==> src/rtl/mult8_pkg.sv <==
// -----------------------------------------------------------------------------
// mult8_pkg
// Shared definitions for the control unit of the 8-bit ROM-based split
// multiplier: state encoding, ROM-address and sum-step select codes, and the
// nominal START-to-DONE latencies with and without ROM wait states.
// Optional feature macro seen by users of this package: MULT_UC_ROM_WAIT_EN.
// -----------------------------------------------------------------------------
package mult8_pkg;

  localparam int unsigned STATE_W = 5;
  localparam int unsigned HOLD_W  = 4;

  // Wait states W1..W3 are always encoded so both builds share one encoding;
  // they are only reachable when MULT_UC_ROM_WAIT_EN is defined.
  typedef enum logic [STATE_W-1:0] {
    S_IDLE    = 5'd0,
    S_CLEAR   = 5'd1,
    S_LOADXY  = 5'd2,
    S_DE0     = 5'd3,
    S_ROM1    = 5'd4,
    S_W1      = 5'd5,
    S_LDA     = 5'd6,
    S_ROM2    = 5'd7,
    S_W2      = 5'd8,
    S_LDB     = 5'd9,
    S_ROM3    = 5'd10,
    S_W3      = 5'd11,
    S_LDDE1   = 5'd12,
    S_SOMA1   = 5'd13,
    S_LDAB    = 5'd14,
    S_SOMA2   = 5'd15,
    S_LDSHIFT = 5'd16,
    S_SOMA3   = 5'd17,
    S_FIM     = 5'd18
  } state_e;

  // ROM address select codes
  localparam logic [1:0] SEL_NONE = 2'd0;
  localparam logic [1:0] SEL_LO   = 2'd1;
  localparam logic [1:0] SEL_HI   = 2'd2;
  localparam logic [1:0] SEL_DE   = 2'd3;

  // Result mux / sum step codes
  localparam logic [1:0] SOMA_NONE = 2'd0;
  localparam logic [1:0] SOMA_1    = 2'd1;
  localparam logic [1:0] SOMA_2    = 2'd2;
  localparam logic [1:0] SOMA_3    = 2'd3;

  // Cycle index (START sampled at edge 0) of the first DONE cycle
  localparam int unsigned LAT_NOWAIT = 15;
  localparam int unsigned LAT_WAIT   = 18;

endpackage

==> src/rtl/uc_multiplier8bits.sv <==
// -----------------------------------------------------------------------------
// uc_multiplier8bits
// Control unit that sequences the 8-bit ROM-based split multiplier datapath:
// clear, X/Y load, D/E nibble sums, three ROM lookups (low, high, D*E), A/B/DE
// combine and the final shift-add. One datapath step per cycle.
//
// Parameter:
//   DONE_CYCLES    cycles DONE stays high after completion (1..15)
// Optional feature macro:
//   MULT_UC_ROM_WAIT_EN  inserts one all-zero wait cycle after each ROM lookup
//                        so a registered ROM has time to respond.
//
// Ports:
//   CLK            in   rising-edge clock
//   RESET          in   asynchronous active-high reset
//   START          in   operation request, sampled only in IDLE
//   PRONTO_FD      in   datapath completion flag
//   CLR_FD         out  datapath synchronous clear
//   LD_XY          out  load operands
//   LD_DE0         out  compute D/E nibble sums
//   LD_A           out  capture low-nibble product
//   LD_B           out  capture high-nibble product
//   LD_DE1         out  capture D*E product
//   LD_AB          out  compute A+B and {B,A}
//   LD_DE_ABshift  out  compute (DE-(A+B))<<4
//   LD_RES         out  result-capture strobe
//   SELROM   [1:0] out  ROM address select (none/low/high/DE)
//   SELSOMA  [1:0] out  result mux / sum step
//   BUSY           out  operation in progress
//   DONE           out  result valid
// -----------------------------------------------------------------------------
module uc_multiplier8bits
  import mult8_pkg::*;
#(
  parameter int unsigned DONE_CYCLES = 1
) (
  input  logic       CLK,
  input  logic       RESET,
  input  logic       START,
  input  logic       PRONTO_FD,
  output logic       CLR_FD,
  output logic       LD_XY,
  output logic       LD_DE0,
  output logic       LD_A,
  output logic       LD_B,
  output logic       LD_DE1,
  output logic       LD_AB,
  output logic       LD_DE_ABshift,
  output logic       LD_RES,
  output logic [1:0] SELROM,
  output logic [1:0] SELSOMA,
  output logic       BUSY,
  output logic       DONE
);

  // Last value of the hold counter before leaving FIM
  localparam logic [HOLD_W-1:0] HOLD_LAST = HOLD_W'(DONE_CYCLES - 1);

  state_e            state_q, state_d;
  logic [HOLD_W-1:0] cnt_q,   cnt_d;

  // State and DONE-hold counter registers
  always_ff @(posedge CLK or posedge RESET) begin
    if (RESET) begin
      state_q <= S_IDLE;
      cnt_q   <= 4'd0;
    end else begin
      state_q <= state_d;
      cnt_q   <= cnt_d;
    end
  end

  // Next-state and hold-counter logic
  always_comb begin
    state_d = state_q;
    cnt_d   = 4'd0;
    case (state_q)
      S_IDLE: begin
        if (START) begin
          state_d = S_CLEAR;
        end else begin
          state_d = S_IDLE;
        end
      end
      S_CLEAR:   state_d = S_LOADXY;
      S_LOADXY:  state_d = S_DE0;
      S_DE0:     state_d = S_ROM1;
`ifdef MULT_UC_ROM_WAIT_EN
      S_ROM1:    state_d = S_W1;
      S_ROM2:    state_d = S_W2;
      S_ROM3:    state_d = S_W3;
`else
      S_ROM1:    state_d = S_LDA;
      S_ROM2:    state_d = S_LDB;
      S_ROM3:    state_d = S_LDDE1;
`endif
      S_W1:      state_d = S_LDA;
      S_LDA:     state_d = S_ROM2;
      S_W2:      state_d = S_LDB;
      S_LDB:     state_d = S_ROM3;
      S_W3:      state_d = S_LDDE1;
      S_LDDE1:   state_d = S_SOMA1;
      S_SOMA1:   state_d = S_LDAB;
      S_LDAB:    state_d = S_SOMA2;
      S_SOMA2:   state_d = S_LDSHIFT;
      S_LDSHIFT: state_d = S_SOMA3;
      S_SOMA3:   state_d = S_FIM;
      S_FIM: begin
        // Counter advances only on cycles where the datapath reports ready;
        // it is cleared on the way back to IDLE.
        if (PRONTO_FD) begin
          if (cnt_q == HOLD_LAST) begin
            state_d = S_IDLE;
            cnt_d   = 4'd0;
          end else begin
            state_d = S_FIM;
            cnt_d   = cnt_q + 4'd1;
          end
        end else begin
          state_d = S_FIM;
          cnt_d   = cnt_q;
        end
      end
      default: begin
        state_d = S_IDLE;
        cnt_d   = 4'd0;
      end
    endcase
  end

  // Output decode from the state register; only FIM looks at PRONTO_FD so that
  // DONE tracks the datapath flag within the same cycle.
  always_comb begin
    CLR_FD        = 1'b0;
    LD_XY         = 1'b0;
    LD_DE0        = 1'b0;
    LD_A          = 1'b0;
    LD_B          = 1'b0;
    LD_DE1        = 1'b0;
    LD_AB         = 1'b0;
    LD_DE_ABshift = 1'b0;
    LD_RES        = 1'b0;
    SELROM        = SEL_NONE;
    SELSOMA       = SOMA_NONE;
    BUSY          = 1'b1;
    DONE          = 1'b0;
    case (state_q)
      S_IDLE:    BUSY          = 1'b0;
      S_CLEAR:   CLR_FD        = 1'b1;
      S_LOADXY:  LD_XY         = 1'b1;
      S_DE0:     LD_DE0        = 1'b1;
      S_ROM1:    SELROM        = SEL_LO;
      S_W1:      BUSY          = 1'b1;
      S_LDA:     LD_A          = 1'b1;
      S_ROM2:    SELROM        = SEL_HI;
      S_W2:      BUSY          = 1'b1;
      S_LDB:     LD_B          = 1'b1;
      S_ROM3:    SELROM        = SEL_DE;
      S_W3:      BUSY          = 1'b1;
      S_LDDE1:   LD_DE1        = 1'b1;
      S_SOMA1:   SELSOMA       = SOMA_1;
      S_LDAB:    LD_AB         = 1'b1;
      S_SOMA2:   SELSOMA       = SOMA_2;
      S_LDSHIFT: LD_DE_ABshift = 1'b1;
      S_SOMA3:   SELSOMA       = SOMA_3;
      S_FIM: begin
        BUSY   = ~PRONTO_FD;
        DONE   = PRONTO_FD;
        // Result captured once, on the first ready cycle only
        LD_RES = PRONTO_FD & (cnt_q == 4'd0);
      end
      default:   BUSY          = 1'b0;
    endcase
  end

endmodule

==> config.mk <==
export PLATFORM = sky130hd
export DESIGN_NAME = uc_multiplier8bits
export DESIGN_NICKNAME = d
export VERILOG_FILES = /design/src/rtl/mult8_pkg.sv /design/src/rtl/uc_multiplier8bits.sv
export SDC_FILE = /design/constraint.sdc
export NUM_CORES = 1
export LEC_CHECK = 0
export BUFFER_PORTS_ARGS = -buffer_cell sky130_fd_sc_hd__buf_2
export CORE_UTILIZATION = 45
export CTS_BUF_LIST = sky130_fd_sc_hd__clkbuf_16
export CTS_CLUSTER_DIAMETER = 30
export DETAILED_ROUTE_END_ITERATION = 10
export HOLD_SLACK_MARGIN = 0.08
export PLACE_DENSITY = 0.73
export SETUP_SLACK_MARGIN = 0.1
export SLEW_MARGIN = 10
export SYNTH_ARGS = -nofsm -noshare
export SYNTH_HDL_FRONTEND = slang
export SYNTH_SLANG_ARGS = --single-unit
==> constraint.sdc <==
create_clock -name CLK -period 1.15 [get_ports CLK]
set_clock_uncertainty 0.1 [all_clocks]
set_input_delay 0 -clock CLK [delete_from_list [all_inputs] [get_ports CLK]]
set_output_delay 0 -clock CLK [all_outputs]
set_load 0.1 [all_outputs]
==> impl_metrics.csv, run 1 <==
group,metric,value,unit
status,status,"did not finish",
status,haltStage,"detailed placement",
status,error_line,"[ERROR DPL-0033] detailed placement checks failed during check placement.",
synthesis,synth_top_area_share,32.2,%
synthesis,synth-edff-count,0,
synthesis,synthDistinctLibCells,34,
place,gp_congestion,0.795,
synthesis,avgSynthCellArea,7.77,um^2
die,io_pins,19,
synthesis,synth_top_area_cell,"dfrtp_1",
die,rows,13,
place,dpl.hpwl,2870,um
synthesis,seq_area_frac_synth,32.2,%
synthesis,syn_nets,96,
synthesis,ys_warn_count,0,
synthesis,synth_mux_area_share,4.65,%
die,die_w,41.4,um
synthesis,synth-seq-cells,9,
synthesis,synth-adder-area-share,3.58,%
place,port-buffer-count,18,
synthesis,netlist_area,699,um^2
synthesis,ys.flop_type,"dfrtp_1",
synthesis,async_flop_share,100,%
die,die_y,41.4,um
synthesis,netlist_instances,90,
synthesis,yosys.area_share.simple,32.7,%
synthesis,synth-xor-area-share,2.50,%
synthesis,synth_area_leaders,"dfrtp_1 32%, nor2_1 7.0%, nand2b_1 4.5%",
die,start_util,51.2,%
synthesis,synth_top_family_by_area,"simple AND/OR/NAND/NOR gates",
synthesis,synth_compound_area_share,16.5,%
==> stage by stage <==
| step | area, um^2 | cells | hold slack, ns | setup WS [ns] |
|---|---|---|---|---|
| after global placement | 1360 | 141 | -0.150 | -0.310 |
| after floorplan | 908 | 90 | -0.272 | -0.560 |
==> cell usage after synthesis, drive strengths merged (2+ instances only) <==
library cell,number
nor2,13
dfrtp,9
inv,7
nand2,6
nor3,6
a21oi,5
buf,5
nand2b,5
o21ai,4
a21boi,3
and3b,2
ha,2
mux2,2
nand3,2
nor2b,2
==> cells by family after synthesis <==
family                     count (synthesis)
adders and majority gates                  2
muxes                                      3
DFF                                        9
and+or+nand+nor                           43
buffers and inverters                     13
AOI/OAI and AO/OA                         18
xor gates and xnor gates                   2
==> run 2: changes to the inputs <==
Settings changed: CORE_AREA set to 2 2 63 65, CORE_UTILIZATION 45 to unset, CTS_BUF_LIST sky130_fd_sc_hd__clkbuf_16 to unset, CTS_CLUSTER_DIAMETER 30 to unset, DIE_AREA set to 0 0 65 67, HOLD_SLACK_MARGIN 0.08 to unset, PLACE_DENSITY 0.73 to unset, PLACE_DENSITY_LB_ADDON set to 0.15, SETUP_SLACK_MARGIN 0.1 to unset.
Clock period 1.15 ns to 1.5 ns, I/O delays scaled along.
==> impl_metrics.csv, run 2 <==
group,metric,value,unit
global_routing,overflow,0,
die,io_pins,19,
layout,largest-register,"state_q",
clock_tree,cts-root-buf,"clkbuf_8",
layout,drive_above_1_share,58.0,%
setup_path,cp.required,1.40,ns
timing,finalHoldViolCount,0,
layout,diodes,0,
setup_path,crit_type,"register to output port",
global_routing,grt_pass1_vias,804,
status,failed_checks,"negative setup slack",
synthesis,synth-edff-count,0,
timing,fin_crit,1.67,ns
global_routing,grt_max_degree,12,
status,status,"finished with violations",
synthesis,seq_area_frac_synth,32.2,%
synthesis,synth.most_common_cell,"nor2_1",
route,drtIter0Drc,25,
synthesis,synthDistinctLibCells,34,
die,rows,22,
clock_tree,cts_buffers,3,
synthesis,synth_area_leaders,"dfrtp_1 32%, nor2_1 7.0%, nand2b_1 4.5%",
place,port-buffer-count,18,
layout,syn2layout_area_growth,115,%
clock_tree,clock_path_buffers,2,
synthesis,netlist_area,699,um^2
clock_tree,path_clk_slew,0.05,ns
timing,whs,0.0340,ns
timing,slew_headroom,75.4,%
hold_path,worstHoldPathType,"input port to register",
synthesis,avgSynthCellArea,7.77,um^2
setup_path,crit_fanout,3,
synthesis,ys_top_cells_by_count,"13 x nor2_1, 9 x dfrtp_1, 6 x inv_1, 6 x nand2_1, 6 x nor3_1",
layout,final_area,0.00151,mm^2
setup_path,cp_slowest_cell,"or3b_4",
timing,fin_ws,-0.175,ns
hold_path,hold_path_startpoint,"PRONTO_FD",
layout,layout_commonest_cell,"buf_4",
global_routing,grt_pass1_wl,3470,um
setup_path,cp_cell_sequence,"or3b_4 -> mux2_4 -> nor2_4 -> buf_12",
synthesis,synth_top_area_cell,"dfrtp_1",
setup_path,crit_path_max_incr_delay,0.40,ns
setup_path,path_buf_inv,1,
timing,worstMarginPinSlew,0.368,ns
route,drc,0,
die,die_w,65,um
setup_path,r2r_start,"cnt_q[0]",
die,die-area,0.00436,mm^2
place,dpl.hpwl,1530,um
die,core,0.00361,mm^2
synthesis,ys_warn_count,0,
clock_tree,cts.sink_count,9,
synthesis,synth_top_area_share,32.2,%
clock_tree,clkLatencyLatePin,0.23,ns
setup_path,worst_setup_path_start_kind,"register",
timing,clock.fmax,597,MHz
synthesis,ys.flop_type,"dfrtp_1",
die,die_y,67,um
timing,slew_violations,0,
global_routing,track_usage,10.3,%
setup_path,critical_path.top_delay_family,"simple AND/OR/NAND/NOR gates",
timing,fin_crit_sh,112,%
setup_path,end_kind,"output port",
route,vias,777,
synthesis,synth-seq-cells,9,
place,place_area,0.00135,mm^2
timing,grt_setup_unrepaired,"yes",
place,gp_congestion,0.767,
run,max_cap_viol_count,0,
layout,final_cell_mix,"22 x buf_4, 15 x buf_12, 9 x nor2_4, 8 x dfrtp_1",
timing,setup_violations,13,
route,drt-total-wl,1990,um
clock_tree,cts_tree,"built",
layout,largest_reg_flops,5,
synthesis,syn_nets,96,
synthesis,netlist_instances,90,
layout,fill_cells,346,
route,drt_first_pass_iters,4,
setup_path,crit_path_start,"state_q[3]",
global_routing,antenna_found_initial,0,
layout,final_nets,138,
route,ant_nets,0,
route,routed_via_density,4.34,
layout,reg_top3,"state_q: 5 flops, cnt_q: 4 flops",
synthesis,async_flop_share,100,%
setup_path,worstPathArrival,1.57,ns
route,avgRoutedWirePerCell,11.1,um
clock_tree,htreeDepth,1,
die,start_util,19.4,%
run 2: layout make-up:
| cell class | count | area (um^2) | area share [%] |
|---|---|---|---|
| repair buffers | 43 | 512 | 34.0 |
| clock buffers | 4 | 45.0 | 2.99 |
| multi-input cells | 68 | 632 | 41.9 |
| well taps | 48 | 60.1 | 3.99 |
| inverters | 7 | 31.3 | 2.08 |
| flip-flops and latches | 9 | 226 | 15.0 |
run 2: kinds of logic (layout without fill, tap and decap cells):
kind of cell    Yosys count  count (layout)  share of synthesized area (%)
simple gates             43              43                           32.7
mux                       3               3                           4.65
flops                     9               9                           32.2
buf+inv                  13              54                           7.87
xor+xnor                  2               2                           2.50
compound gates           18              18                           16.5
fa+ha+maj                 2               2                           3.58
run 2: worst paths after layout:
check | to | slack [ns] | cells after the start
worst max-delay path | SELSOMA[1] | -0.17 | 4
worst min-delay path | cnt_q[0] | 0.03 | 3
worst max register to register | state_q[1] | 0.07 | 6
worst min register to register | cnt_q[2] | 0.48 | 2
max in group asynchronous | state_q[0] | 0.83 | 3
min in group asynchronous | cnt_q[0] | 0.18 | 3
run 2: tightest hold or removal path, delay by kind of cell:
family,cells,cell delay [ns]
compound gates,2,0.18
buf+inv,1,0.14
run 2: per-layer routing:
layer	wire (um)	vias up	track usage, %
met5	0	-	0
met4	27	0	3.99
met3	69	4	2.70
met2	1030	11	18.4
met1	861	363	11.8
li1	-	399	-
run 2: what timing repair did:
action,4_1_cts,5_1_grt
hold buffers,2,0
endpoints found under the setup margin,15,17
buffers inserted,5,1
hold endpoints to repair,10,0
pin swaps,10,1
resized for setup,7,6
run 2: per-stage QoR:
stage	setup WS (ns)	TNS [ns]	instances	util [%]
after floorplan	-0.210	-1.61	90	-
after global placement	0.0305	0	167	37.4
after detailed placement	0.0226	0	167	37.4
after CTS	-0.187	-1.43	178	40.9
after global routing	-0.242	-2.42	179	41.8
final	-0.175	-1.22	179	41.8
Power of run 2 is left out: the tool's default activity adds up to more than one toggle a clock period on the data nets, which glitch-free logic cannot reach.
